`config.mk`:
```
export PLATFORM = sky130hd
export DESIGN_NAME = display_share_arbiter
export DESIGN_NICKNAME = d
export VERILOG_FILES = /design/src/rtl/display_share_arbiter.sv
export SDC_FILE = /design/constraint.sdc
export NUM_CORES = 1
export LEC_CHECK = 0
export BUFFER_PORTS_ARGS = -buffer_cell sky130_fd_sc_hd__buf_2
export CAP_MARGIN = 0
export CORE_ASPECT_RATIO = 1.4
export CORE_MARGIN = 10
export CORE_UTILIZATION = 45
export DETAILED_ROUTE_END_ITERATION = 10
export PLACE_DENSITY = 0.82
export REMOVE_ABC_BUFFERS = 1
export SLEW_MARGIN = 10
export SYNTH_ARGS = -nofsm -noshare
export SYNTH_HDL_FRONTEND = slang
export SYNTH_SLANG_ARGS = --single-unit
```
`constraint.sdc`:
```
create_clock -name clk -period 5.5 [get_ports clk]
set_input_delay 1.1 -clock clk [delete_from_list [all_inputs] [get_ports clk]]
set_output_delay 1.1 -clock clk [all_outputs]
set_load 0.005 [all_outputs]
```
`src/rtl/display_share_arbiter.sv`:
```
// Round-robin owner of the 8-digit display: two level-sensitive requesters, a minimum hold
// time per grant, and registered digit outputs loaded from the current owner's word.
module display_share_arbiter #(
  parameter int unsigned ANCHO       = 4,
  parameter int unsigned HOLD_CYCLES = 50000000,
  parameter int unsigned CNT_W       = 26
) (
  input  logic               clk,
  input  logic               rst,
  input  logic               req_a,
  input  logic [8*ANCHO-1:0] data_a,
  input  logic               req_b,
  input  logic [8*ANCHO-1:0] data_b,
  output logic               gnt_a,
  output logic               gnt_b,
  output logic               busy,
  output logic [ANCHO-1:0]   Dis0,
  output logic [ANCHO-1:0]   Dis1,
  output logic [ANCHO-1:0]   Dis2,
  output logic [ANCHO-1:0]   Dis3,
  output logic [ANCHO-1:0]   Dis4,
  output logic [ANCHO-1:0]   Dis5,
  output logic [ANCHO-1:0]   Dis6,
  output logic [ANCHO-1:0]   Dis7
);

  typedef enum logic [1:0] {StIdle, StOwnA, StOwnB} state_e;

  localparam logic [CNT_W-1:0] HoldLoad = CNT_W'(HOLD_CYCLES - 1);

  state_e           r_state, w_state_nxt;
  logic [CNT_W-1:0] r_cnt, w_cnt_nxt;
  logic             r_ptr_b, w_ptr_b_nxt;  // 1: B wins the next IDLE collision
  logic [ANCHO-1:0] r_dis [8];

  always_comb begin
    w_state_nxt = r_state;
    w_cnt_nxt   = r_cnt;
    w_ptr_b_nxt = r_ptr_b;
    unique case (r_state)
      StIdle: begin
        if (req_a && (!req_b || !r_ptr_b)) w_state_nxt = StOwnA;
        else if (req_b)                    w_state_nxt = StOwnB;
      end
      StOwnA: begin
        if (r_cnt != '0)  w_cnt_nxt   = r_cnt - CNT_W'(1);
        else if (req_b)   w_state_nxt = StOwnB;
        else if (!req_a)  w_state_nxt = StIdle;
      end
      StOwnB: begin
        if (r_cnt != '0)  w_cnt_nxt   = r_cnt - CNT_W'(1);
        else if (req_a)   w_state_nxt = StOwnA;
        else if (!req_b)  w_state_nxt = StIdle;
      end
      default: w_state_nxt = StIdle;
    endcase
    // Every new grant restarts the hold window and favours the other side next time.
    if (w_state_nxt != r_state) begin
      if (w_state_nxt == StOwnA) begin
        w_cnt_nxt   = HoldLoad;
        w_ptr_b_nxt = 1'b1;
      end else if (w_state_nxt == StOwnB) begin
        w_cnt_nxt   = HoldLoad;
        w_ptr_b_nxt = 1'b0;
      end
    end
  end

  always_ff @(posedge clk) begin
    if (rst) begin
      r_state <= StIdle;
      r_cnt   <= '0;
      r_ptr_b <= 1'b0;
      for (int i = 0; i < 8; i++) r_dis[i] <= '0;
    end else begin
      r_state <= w_state_nxt;
      r_cnt   <= w_cnt_nxt;
      r_ptr_b <= w_ptr_b_nxt;
      if (r_state == StOwnA) begin
        for (int i = 0; i < 8; i++) r_dis[i] <= data_a[i*ANCHO +: ANCHO];
      end else if (r_state == StOwnB) begin
        for (int i = 0; i < 8; i++) r_dis[i] <= data_b[i*ANCHO +: ANCHO];
      end
    end
  end

  assign gnt_a = (r_state == StOwnA);
  assign gnt_b = (r_state == StOwnB);
  assign busy  = gnt_a | gnt_b;

  assign Dis0 = r_dis[0];
  assign Dis1 = r_dis[1];
  assign Dis2 = r_dis[2];
  assign Dis3 = r_dis[3];
  assign Dis4 = r_dis[4];
  assign Dis5 = r_dis[5];
  assign Dis6 = r_dis[6];
  assign Dis7 = r_dis[7];

endmodule

```
==> After elaboration in Yosys (flattened, before gate mapping) <==
Memory sizes are Yosys's and may differ from the RTL's.
Index checks and enable logic that the tools add are counted.
W data, S select, Z words.
{ "word_totals": {"input_bits": 68, "ram_bits": 32, "out_inout_bits": 35, "elab_cells": 77, "reg_bits": 29, "mem_count": 1} }
{ "mem_list": {"columns": ["name", "words", "word_bits", "read_ports", "rd_ports_with_merged_regs", "wr", "line", "rtl"], "rows": [
  ["r_dis", 8, 4, 8, 0, 8, "34", "logic [ANCHO-1:0] r_dis [8];"]
]} }
{ "classes": {"n_eq_ne": 5, "reduce_logical": 9, "n_bitwise": 17, "n_mux": 41, "add_sub_neg": 1} }
{ "op_table": {"columns": ["op", "count"], "rows": [
  ["$mux W26", 5],
  ["$mux W4", 16],
  ["$reduce_bool A26 Y1", 1],
  ["$sub A26 B1 Y26 const B", 1],
  ["$or A1 B1 Y1", 17],
  ["$mux W2", 8],
  ["$mux W1", 11],
  ["$pmux W2 S3", 1],
  ["$eq A2 B1 Y1 const B", 2],
  ["$eq A2 B2 Y1 const B", 2],
  ["$logic_not A1 Y1", 2],
  ["$logic_not A2 Y1", 1],
  ["$ne A2 B2 Y1", 1],
  ["$reduce_and A2 Y1", 1],
  ["$reduce_bool A2 Y1", 1],
  ["$reduce_or A2 Y1", 1],
  ["$logic_and A1 B1 Y1", 1],
  ["$logic_or A1 B1 Y1", 1]
]} }

==> Depth between registers and ports, before layout <==
{ "logic_depth": {"ltp_word": 9, "ltp_mapped": 15, "mapped_depth_nobuf": 13} }

==> Worst setup path before layout <==
Ideal clock, no wire load.
{ "synth_path": {"path_kind": "input to register", "from": "input req_b", "to": "register r_cnt[0]", "path_stages": 12, "required_ps": 5360, "setup_ps": 140, "setup_slack_ps": 2701, "t_arrival_ps": 2658, "n_path_buf": 3, "cell_sequence": "clkbuf_1 -> nand3b_1 -> o211ai_1 -> a31oi_1 -> a21o_1 -> inv_1 -> ha_1 -> nor2_1 -> a21o_1 -> buf_6 -> buf_8 -> a21oi_2"} }
{ "synth_via": {"elab_chain_cells": 9, "word_cells_on_any_way": 17, "cone_classes": "eq/ne: 3; mux: 11; reduce/logical: 3"} }
{ "synth_lines": {"columns": ["item", "line", "rtl"], "rows": [
  ["from (decl)", "12", "input logic req_b,"],
  ["$logic_not A1 Y1", null, null],
  ["$logic_or A1 B1 Y1", "42", "if (req_a && (!req_b || !r_ptr_b)) w_state_nxt = StOwnA;"],
  ["$logic_and A1 B1 Y1", "42", null],
  ["$mux W2", "42", null],
  ["$pmux W2 S3 *", "40", "unique case (r_state)"],
  ["via w_state_nxt[0]", "31", "state_e r_state, w_state_nxt;"],
  ["$eq A2 B2 Y1", "62", "end else if (w_state_nxt == StOwnB) begin"],
  ["$mux W26", "62", null],
  ["$mux W26", "59", "if (w_state_nxt == StOwnA) begin"],
  ["$mux W26 *", "58", "if (w_state_nxt != r_state) begin"],
  ["to (signal assigned)", "77", "r_cnt <= w_cnt_nxt;"],
  ["to (decl)", "32", "logic [CNT_W-1:0] r_cnt, w_cnt_nxt;"]
]} }
Mark *: on every way through the listed nets, which the timed path passes. The rest lies on a longest branch.
A chain may end at the register's enable or synchronous reset.

==> Worst setup path after layout <==
{ "layout_path": {"from": "register r_cnt[6]", "to": "register r_cnt[13]"} }
{ "layout_via": {"elab_chain_cells": 7, "word_cells_on_any_way": 13, "cone_classes": "add/sub: 1; eq/ne: 3; mux: 8; reduce/logical: 1"} }
{ "layout_lines": {"columns": ["item", "line"], "rows": [
  ["branches (longest 6 deep; another with $sub A26 B1 Y26)", null],
  ["$mux W26 *", "58"]
]} }
Every way passes the cells marked *.

==> metrics.yaml <==
yosysTopAreaCellShare_pct: 30.8
reg2regPathDepth: 10
hold_slack_ns: 0.505
worst_slew_pin_slew_ns: 0.833
synthCells: 290
min_from: "r_ptr_b"
start_util_pct: 46.8
fin_nets: 467
ys_dominant_reg_cell: "edfxtp_1"
grt_usage_pct: 15.3
max_cap_viol_count: 0
yosys.area.top_type: "edfxtp_1"
yosys.cell_types.count: 47
first_pass_iters: 4
cts_setup_buffers: 0
grt_max_degree: 29
grt_pass1_vias: 2746
clock_latency_ns: 0.33
post-route-util_pct: 58.0
final.period_utilization_pct: 62.5
place_ws_ns: 2.13
peakVddDrop_mv: 0.325
setup_viol: 0
start_kind: "flop"
ctsResizeCount: 0
cts.clk_slew.worst_paths_ns: 0.06
fin_crit_ns: 3.44
wire_per_inst_um: 17.0
core_sq_um: 6660
clk_path_buf_depth: 2
netlist_area_sq_um: 3120
criticalPathCategory: "reg -> reg"
clock_sinks: 61
ys_ff_latch: 61
hold_class: "reg -> reg"
path_max_fanout: 18
syn_to_final_growth_pct: 23.9
drt_wl_total_um: 8270
fp.dieH_um: 118
status: "finished, final reports clean"
io_pins: 103
antenna_left: 0
num_rows: 35
rrSetupSlack_ns: 2.06
finalHoldViolCount: 0
dieArea_sq_um: 10700
cts_max_level: 3
avgSynthCellArea_sq_um: 10.7
p_per_area_nw_per_um2: 500
cts_made_buffers: 9
io_buffers: 102
vias: 2661
ys_warn_count: 0
cp-end-kind: "flop"
antenna_found_initial: 0
final_cell_mix: "buf_2, edfxtp_1, dfxtp_1"
fin_skew_ns: 0.00704
rr_endpoint: "r_cnt[13]"
drt_iter0_markers: 150
num_antenna_cells: 0
fmax_mhz: 291
crit_required_ns: 5.67
final_common_cell: "buf_2"
drc: 0
die_w_um: 90.3
hpwl_um: 6310
slew_headroom_pct: 44.5
root_buffer: "clkbuf_8"
rsz0062_at_grt: "false"
async_flop_share_pct: 0
drv_slew: 0
synthTopCellsByArea: "edfxtp_1, dfxtp_1, a22o_1, xnor2_1, ha_1"
drive_above_1_share_pct: 34.4
min_to: "r_ptr_b"
cp.arrival_ns: 3.60
hold_depth: 2
fin_tns_setup_ns: 0
synth-seq-area-share_pct: 49.5
synth_edf_count: 32
cts_tree: "done"
gp_congestion: 0.855
fin_ws_ns: 2.06
grt_overflow: 0
grt_first_pass_wirelength_um: 13700
ctsHoldBuffers: 0
vias_per_cell: 5.46
leakage_nw: 1.60
r2r_start: "r_cnt[6]"
-- sequential cells by signal, summed over array words and instances (netlist names) --
name     flops
r_state      2
r_cnt       26
r_dis       32
r_ptr_b      1
-- stage by stage --
step / total power [mW] / cell area (sq um) / instances
after floorplan: 1.33 / 3040 / 275
after global placement: 1.57 / 3690 / 471
after detailed placement: 1.60 / 3690 / 471
after CTS: 1.94 / 3850 / 487
after global routing: 2.08 / 3860 / 487
final: 1.93 / 3860 / 487
-- Yosys cell counts, drive strengths merged (3+ instances only) --
master and n:
or2 3, nand2b 6, a21oi 28, o211ai 3, o21ai 3, inv 6, xnor2 19, nand3 4
nor3 16, dfxtp 29, a22oi 4, nor2 28, nand2 12, mux2i 9, edfxtp 32, clkbuf 11
nor4 10, buf 4, nand3b 4, a22o 21, or3 6, ha 9
-- layer usage --
layer	vias to the layer above	global-route usage [%]	wire, um
met1	1233	17.9	3420
met4	0	4.29	104
met2	145	25.5	3870
met3	10	5.89	870
li1	1273	-	-
met5	-	0	0
-- report_power, final --
group	leakage [nW]	total, mW	switching, mW	internal, mW
Combinational	0.935	0.854	0.498	0.357
Clock	0.0804	0.336	0.164	0.172
Sequential	0.580	0.740	0.0941	0.646
-- cell families after synthesis --
logic type	share of synthesized area [%]
and+or+nand+nor	18.1
AOI/OAI and AO/OA	16.8
DFF	49.5
xor gates and xnor gates	5.90
buffers and inverters	3.17
muxes	2.89
adders and majority gates	3.61
-- critical path, cell delays in order (launching register included) --
cell	delay, ns
dfxtp_1	0.35
nor4_2	0.50
and4b_1	0.46
and3_1	0.29
nand2_1	0.07
a21boi_0	0.21
o21bai_1	0.16
ha_1	0.23
nor2_1	0.18
a21o_1	0.66
a21oi_1	0.17
-- how the worst max path moves through the flow --
stage,start,end
4_1_cts,r_cnt[6],r_cnt[4]
5_1_grt,r_cnt[6],r_cnt[4]
2_1_floorplan,r_cnt[17],r_cnt[4]
6_report,r_cnt[6],r_cnt[13]
3_5_place_dp,r_cnt[6],r_cnt[4]
3_3_place_gp,req_b,r_cnt[4]
-- final cells by class --
| class | instances | area (sq um) |
|---|---|---|
| Tap cell | 92 | 115 |
| Clock inverter | 5 | 27.5 |
| Timing Repair Buffer | 104 | 526 |
| Sequential cell | 61 | 1540 |
| Fill cell | 575 | 2800 |
| Multi-Input combinational cell | 208 | 1490 |
| Inverter | 6 | 22.5 |
| Clock buffer | 11 | 141 |
(Power assumes the default switching activity.)
